===== config.mk =====
export PLATFORM = sky130hd
export DESIGN_NAME = hazard_ctrl
export DESIGN_NICKNAME = d
export VERILOG_FILES = /design/src/rtl/hazard_ctrl.sv
export SDC_FILE = /design/constraint.sdc
export NUM_CORES = 1
export LEC_CHECK = 0
export ABC_AREA = 1
export CELL_PAD_IN_SITES_DETAIL_PLACEMENT = 1
export CELL_PAD_IN_SITES_GLOBAL_PLACEMENT = 1
export CORE_MARGIN = 3
export CORE_UTILIZATION = 22
export DETAILED_ROUTE_END_ITERATION = 16
export PLACE_DENSITY_LB_ADDON = 0.1
export REMOVE_ABC_BUFFERS = 1
export SLEW_MARGIN = 20
export SYNTH_ARGS = -nofsm -noshare
export SYNTH_HDL_FRONTEND = slang
export SYNTH_SLANG_ARGS = --single-unit

===== constraint.sdc =====
create_clock -name clk -period 2.86 [get_ports clk]
set_clock_uncertainty 0.15 [all_clocks]
set_input_delay 0.429 -clock clk [delete_from_list [all_inputs] [get_ports clk]]
set_output_delay 0.429 -clock clk [all_outputs]
set_load 0.05 [all_outputs]

===== src/rtl/hazard_ctrl.sv =====
// Pipeline hazard control: load-use stall, redirect flush, memory freeze, HALT drain.
// Optional performance counters are built only when HAZARD_PERF_EN is defined.
module hazard_ctrl (
  input  logic        clk,
  input  logic        rst,
  input  logic [2:0]  idRs,
  input  logic [2:0]  idRt,
  input  logic        idUsesRs,
  input  logic        idUsesRt,
  input  logic        idValid,
  input  logic        idHalt,
  input  logic [2:0]  exWritereg,
  input  logic        exRegWrite,
  input  logic        exMemRead,
  input  logic        exRedirect,
  input  logic        memBusy,
  output logic        pcWrite,
  output logic        ifidWrite,
  output logic        idexWrite,
  output logic        ifidFlush,
  output logic        idexBubble,
  output logic        halted,
  output logic [15:0] stallCycles,
  output logic [15:0] flushCount
);

  typedef enum logic [1:0] {RUN, DRAIN, HALTED} state_e;

  state_e     state_q, state_d;
  logic [1:0] drain_cnt_q, drain_cnt_d;
  logic       load_use;

  assign load_use = idValid & exMemRead & exRegWrite &
                    ((idUsesRs & (idRs == exWritereg)) |
                     (idUsesRt & (idRt == exWritereg)));

  always_comb begin
    state_d     = state_q;
    drain_cnt_d = drain_cnt_q;
    pcWrite     = 1'b0;
    ifidWrite   = 1'b0;
    idexWrite   = 1'b0;
    ifidFlush   = 1'b0;
    idexBubble  = 1'b0;
    halted      = 1'b0;
    if (state_q == HALTED) begin
      halted = 1'b1;
    end else if (memBusy) begin
      state_d = state_q;
    end else if (state_q == DRAIN) begin
      ifidWrite   = 1'b1;
      idexWrite   = 1'b1;
      ifidFlush   = 1'b1;
      idexBubble  = 1'b1;
      drain_cnt_d = drain_cnt_q - 2'd1;
      if (drain_cnt_q == 2'd0) state_d = HALTED;
    end else begin
      pcWrite   = 1'b1;
      ifidWrite = 1'b1;
      idexWrite = 1'b1;
      if (exRedirect) begin
        ifidFlush  = 1'b1;
        idexBubble = 1'b1;
      end else if (load_use) begin
        // the bubble inserted now removes the match next cycle
        pcWrite    = 1'b0;
        ifidWrite  = 1'b0;
        idexBubble = 1'b1;
      end else if (idValid & idHalt) begin
        state_d     = DRAIN;
        drain_cnt_d = 2'd3;
      end
    end
  end

  always_ff @(posedge clk or posedge rst) begin
    if (rst) begin
      state_q     <= RUN;
      drain_cnt_q <= 2'd0;
    end else begin
      state_q     <= state_d;
      drain_cnt_q <= drain_cnt_d;
    end
  end

`ifdef HAZARD_PERF_EN
  logic [15:0] stall_cnt_q, stall_cnt_d;
  logic [15:0] flush_cnt_q, flush_cnt_d;
  logic        stall_ev, flush_ev;

  // only a load-use stall bubbles without flushing; only a redirect flushes with pcWrite
  assign stall_ev = (memBusy & ~halted) | (idexBubble & ~ifidFlush);
  assign flush_ev = ifidFlush & pcWrite;

  always_comb begin
    stall_cnt_d = stall_cnt_q;
    flush_cnt_d = flush_cnt_q;
    if (stall_ev && stall_cnt_q != 16'hFFFF) stall_cnt_d = stall_cnt_q + 16'd1;
    if (flush_ev && flush_cnt_q != 16'hFFFF) flush_cnt_d = flush_cnt_q + 16'd1;
  end

  always_ff @(posedge clk or posedge rst) begin
    if (rst) begin
      stall_cnt_q <= 16'd0;
      flush_cnt_q <= 16'd0;
    end else begin
      stall_cnt_q <= stall_cnt_d;
      flush_cnt_q <= flush_cnt_d;
    end
  end

  assign stallCycles = stall_cnt_q;
  assign flushCount  = flush_cnt_q;
`else
  assign stallCycles = 16'd0;
  assign flushCount  = 16'd0;
`endif

endmodule


Word-level counts from Yosys, hierarchy flattened
Index checks and enable logic that the tools add are counted.
{"block": "op_classes", "addsub": 1, "mul": 0, "div_mod_pow": 0, "order_cmp": 0, "n_eq_ne": 7, "shift": 0, "mux": 29, "n_bitwise": 9, "n_reduce_logical": 4}
{"op": "1-bit two-way mux", "count": 20}
{"op": "2-bit two-way mux", "count": 9}
{"op": "1-bit AND", "count": 6}
{"op": "3-bit equality test", "count": 2}
{"op": "2-bit by 1-bit != test with 1-bit output (second input constant)", "count": 3}
{"op": "6-bit AND reduction", "count": 1}
{"op": "5-bit AND reduction", "count": 1}
{"op": "2-bit by 1-bit equality test with 1-bit output (second input constant)", "count": 1}
{"op": "2-bit equality test (second input constant)", "count": 1}
{"op": "2-bit zero test", "count": 1}
{"op": "1-bit NOT", "count": 2}
{"op": "2-bit nonzero test", "count": 1}
{"op": "2-bit by 1-bit subtractor with 2-bit output (second input constant)", "count": 1}
{"op": "1-bit bitwise OR", "count": 1}
{"block": "totals", "ff_bits": 4, "latch_bits": 0, "ram_bits": 0, "mem_bits_ro": 0, "inputBits": 19, "output_inout_bits": 38, "wordCells": 52, "mem_count": 0}

Longest topological paths before layout
{"block": "logic_depth", "word_depth": 9, "depth_mapped": 11}

Worst setup path before layout
OpenSTA, ideal clock, no wires.
{"block": "synth_path", "path_kind": "flip-flop to output port", "from": "reg state_q[1]", "to": "out pcWrite", "t_arrival_ps": 1723, "required_time_ps": 2281, "setup_slack_ps": 558, "stages_incl_launch_ff": 7, "n_path_buf": 0, "path_cell_list": "dfrtp_1 -> inv_1 -> or2_4 -> nand2_4 -> inv_1 -> o21ai_2 -> nor2_1"}
{"block": "synth_via", "elab_chain_cells": 4, "elab_cells_between_ends": 5, "cone_classes": "eq/ne: 2; mux: 3"}
{"element": "from (decl)", "line_no": "29", "rtl": "state_e state_q, state_d;"}
{"element": "from (signal assigned)", "line_no": "81", "rtl": "state_q <= state_d;"}
{"element": "2-bit by 1-bit equality test with 1-bit output", "line_no": "50", "rtl": "end else if (state_q == DRAIN) begin"}
{"element": "1-bit two-way mux", "line_no": "50"}
{"element": "1-bit two-way mux", "line_no": "48", "rtl": "end else if (memBusy) begin"}
{"element": "1-bit two-way mux *", "line_no": "46", "rtl": "if (state_q == HALTED) begin"}
{"element": "to (decl)", "line_no": "17", "rtl": "output logic pcWrite,"}
Every way passes the cells marked *; elsewhere a longest branch is shown, timed or not.

Final worst setup path
{"block": "layout_path", "from": "in exWritereg[1]", "to": "out idexBubble"}
{"block": "layout_via", "elab_chain_cells": 9, "elab_cells_between_ends": 11, "cone_classes": "eq/ne: 2; mux: 5; bitwise: 4"}
{"element": "from (decl)", "line_no": "12", "rtl": "input logic [2:0] exWritereg,"}
{"element": "3-bit equality test, on equally long branches", "line_no": "34, 35"}
{"element": "1-bit AND, on equally long branches", "line_no": "34, 35"}
{"element": "1-bit bitwise OR *", "line_no": "34", "rtl": "((idUsesRs & (idRs == exWritereg)) |"}
{"element": "1-bit AND *", "line_no": "33", "rtl": "assign load_use = idValid & exMemRead & exRegWrite &"}
{"element": "1-bit two-way mux *", "line_no": "64", "rtl": "end else if (load_use) begin"}
{"element": "1-bit two-way mux *", "line_no": "61", "rtl": "if (exRedirect) begin"}
{"element": "1-bit two-way mux *", "line_no": "50"}
{"element": "1-bit two-way mux *", "line_no": "48"}
{"element": "1-bit two-way mux *", "line_no": "46"}
{"element": "to (decl)", "line_no": "21", "rtl": "output logic idexBubble,"}
Marks and branches as above.

==> run summary <==
Post-Layout Inst Area - 930 sq um
Synthesized area per cell - 6.29 sq um
Worst path most repeated cell - nand2_1
CP arrival - 1.84 ns
Leakage power - 0.000535 uW
Vias in the first global route - 639
Post-Synth XOR/XNOR Area - 0%
Area post-placement - 907 sq um
Post-synthesis cell area - 723 sq um
YS warnings - 0
Post-CTS setup buffers - 0
Clock buffer count from CTS - 3
Yosys reg bits - 4
Number of distinct library cells after synthesis - 20
VDD IR max - 322 uV
Slowest-stage cell, CP - clkdlybuf4s50_1
Longest Clk Path Bufs - 2
Ports - 57
Status - completed
Post-synthesis cell count - 115
N_diodes - 0
DRC - 0
Global-route wire length before repair - 2650 um
First drt pass iteration count - 2
Pin count of the biggest net entering global routing - 8
Fraction of the mapped netlist area in adder cells - 1.73%
Total die area - 0.00401 sq mm
FMAX - 414 MHz
Post-route ant nets - 0
CP endpoint kind - output port
Number of port buffers - 24
Hold Crit Class - in2async
Clk sink count - 4
Final Hold Viols - 0
Root Buffer - clkbuf_4
Clock slew at reported path FFs - 0.04 ns
Fillers - 427
Initial antenna violation count - 0
Skew-Pair Late Insertion Delay - 0.24 ns
Final setup TNS - 0 ns
Core box area - 0.00310 sq mm
# hold bufs at CTS - 0
Nets - 163
Max-slew violation count - 0
P&R area growth vs syn - 28.5%
DR WL/cell - 8.66 um
Overflow after GRT - 0
Compound-Gate Fraction of Synth Area - 3.98%
Crit-path max FO - 3
Crit path cell chain - clkdlybuf4s50_1 -> inv_2 -> nand2_1 -> nand2_1 -> nor2_1 -> nand2_1 -> nand2_2 -> nand2_4 -> a31oi_1 -> buf_12
Die H - 63.3 um
Initial Util - 23.3%
Buf+Inv Stages, Crit Path - 3
DR iter-0 viols - 17
Fin crit period - 2.42 ns
TritonCTS clock tree - done
Total power - 647 uW
Critical Path RT - 2.28 ns
Delay-heaviest family, CP - buffers and inverters
Power per cell area - 696 mW/mm^2
Dpl hpwl - 1450 um
RSZ-0062 raised after global routing - false
Share of cells above drive strength 1 - 16.3%
Nature of the critical path startpoint - input pin
CTS resizes - 0
Die Wd - 63.3 um
Register area share after synthesis - 13.8%
CTS H-tree lvls - 1
Worst hold slack - 0.228 ns
Critical path class - in2out
Final GP Congestion - 0.724
Vias post-DR - 647
Synth Area in Simple Gates - 37.9%
CP max stage delay - 0.51 ns
Mux cell area share after synthesis - 0%
Largest family of logic cells by synthesized area - buffers and inverters
Maximum capacitance violations - 0
Row Count - 20
Total Routing Usage GR - 8.07%
Total Wirelength - 1600 um
Final setup fails - 0
Final Cycle Share - 84.4%
Via density per instance - 3.50
-- layout make-up --
class,instances,area (sq um),area share [%]
flip-flops and latches,4,100,10.8
clock buffers,3,22.5,2.42
repair buffers,24,253,27.2
inverters,17,63.8,6.86
multi-input cells,93,435,46.8
well taps,44,55.1,5.92
-- cell families (layout without fill, tap and decap cells) --
| kind of cell | Yosys count | after routing |
|---|---|---|
| flops | 4 | 4 |
| other cells | 1 | 32 |
| buf+inv | 49 | 44 |
| simple gates | 56 | 56 |
| compound gates | 4 | 4 |
| fa+ha+maj | 1 | 1 |
-- worst register-to-register path, delay by kind of cell, from the launching register on --
family / cells / cell delay [ns]
simple gates: 5 / 0.39
buf+inv: 2 / 0.22
compound gates: 1 / 0.18
flops: 1 / 0.37
-- sequential cells by signal, summed over array words and instances (netlist names) --
signal       flops
drain_cnt_q      2
state_q          2
-- final timing paths --
kind / slack [ns] / to / start / cells past startpoint
worst max-delay path: 0.44 / idexBubble / exWritereg[1] / 10
worst min-delay path: 0.23 / drain_cnt_q[0] / rst / 2
worst max register to register: 1.45 / state_q[0] / state_q[1] / 8
worst min register to register: 0.33 / state_q[1] / state_q[1] / 2
max in group asynchronous: 2.18 / state_q[1] / rst / 2
min in group clk: 0.33 / state_q[1] / state_q[1] / 2
-- metrics by stage --
stage          instances  utilization (%)  setup WS (ns)
3_5_place_dp         182             29.2          0.406
4_1_cts              185             30.0          0.406
5_1_grt              185             30.0          0.302
6_report             185             30.0          0.445
3_3_place_gp         182             29.2          0.426
2_1_floorplan        114                -          0.558
-- report_power, final --
group / switching (uW) / total (uW) / internal [uW]
logic: 323 / 468 / 145
clock network: 25.8 / 72.9 / 47.1
registers: 20.6 / 106 / 85.4
-- cell usage after synthesis --
cell     number  area (sq um)
nor2_1        7          26.3
nor3_2        1          10.0
nand2_1      34           128
or2_4         1          8.76
a21oi_2       1          8.76
nand4_1       1          6.26
inv_1        14          52.6
and3_2        1          7.51
nand3_1       4          20.0
conb_1        1          3.75
ha_1          1          12.5
nand2_2       2          12.5
o21ai_2       1          8.76
a21oi_1       1          5.00
inv_2         3          11.3
buf_4        32           240
nand3_2       1          10.0
nand2_4       4          45.0
dfrtp_1       4           100
a31oi_1       1          6.26
-- routing by layer --
layer	up-vias	wire length [um]	part of all wire, %	global-route usage [%]
li1	334	-	-	-
met1	273	649	41	9.26
met2	37	748	47	13.7
met3	3	180	11	2.14
met4	0	24	1.5	4.04
met5	-	0	0	0
-- layout by cell type (no fill, tap or decap), drive strengths merged --
master,netlist,routed
nand2,40,40
o21ai,1,1
nand4,1,1
and3,1,1
nand3,5,5
conb,1,32
nor3,1,1
clkdlybuf4s50,0,19
inv,17,17
clkbuf,0,3
or2,1,1
a31oi,1,1
buf,32,5
ha,1,1
nor2,7,7
dfrtp,4,4
a21oi,2,2
(Power assumes the default switching activity.)
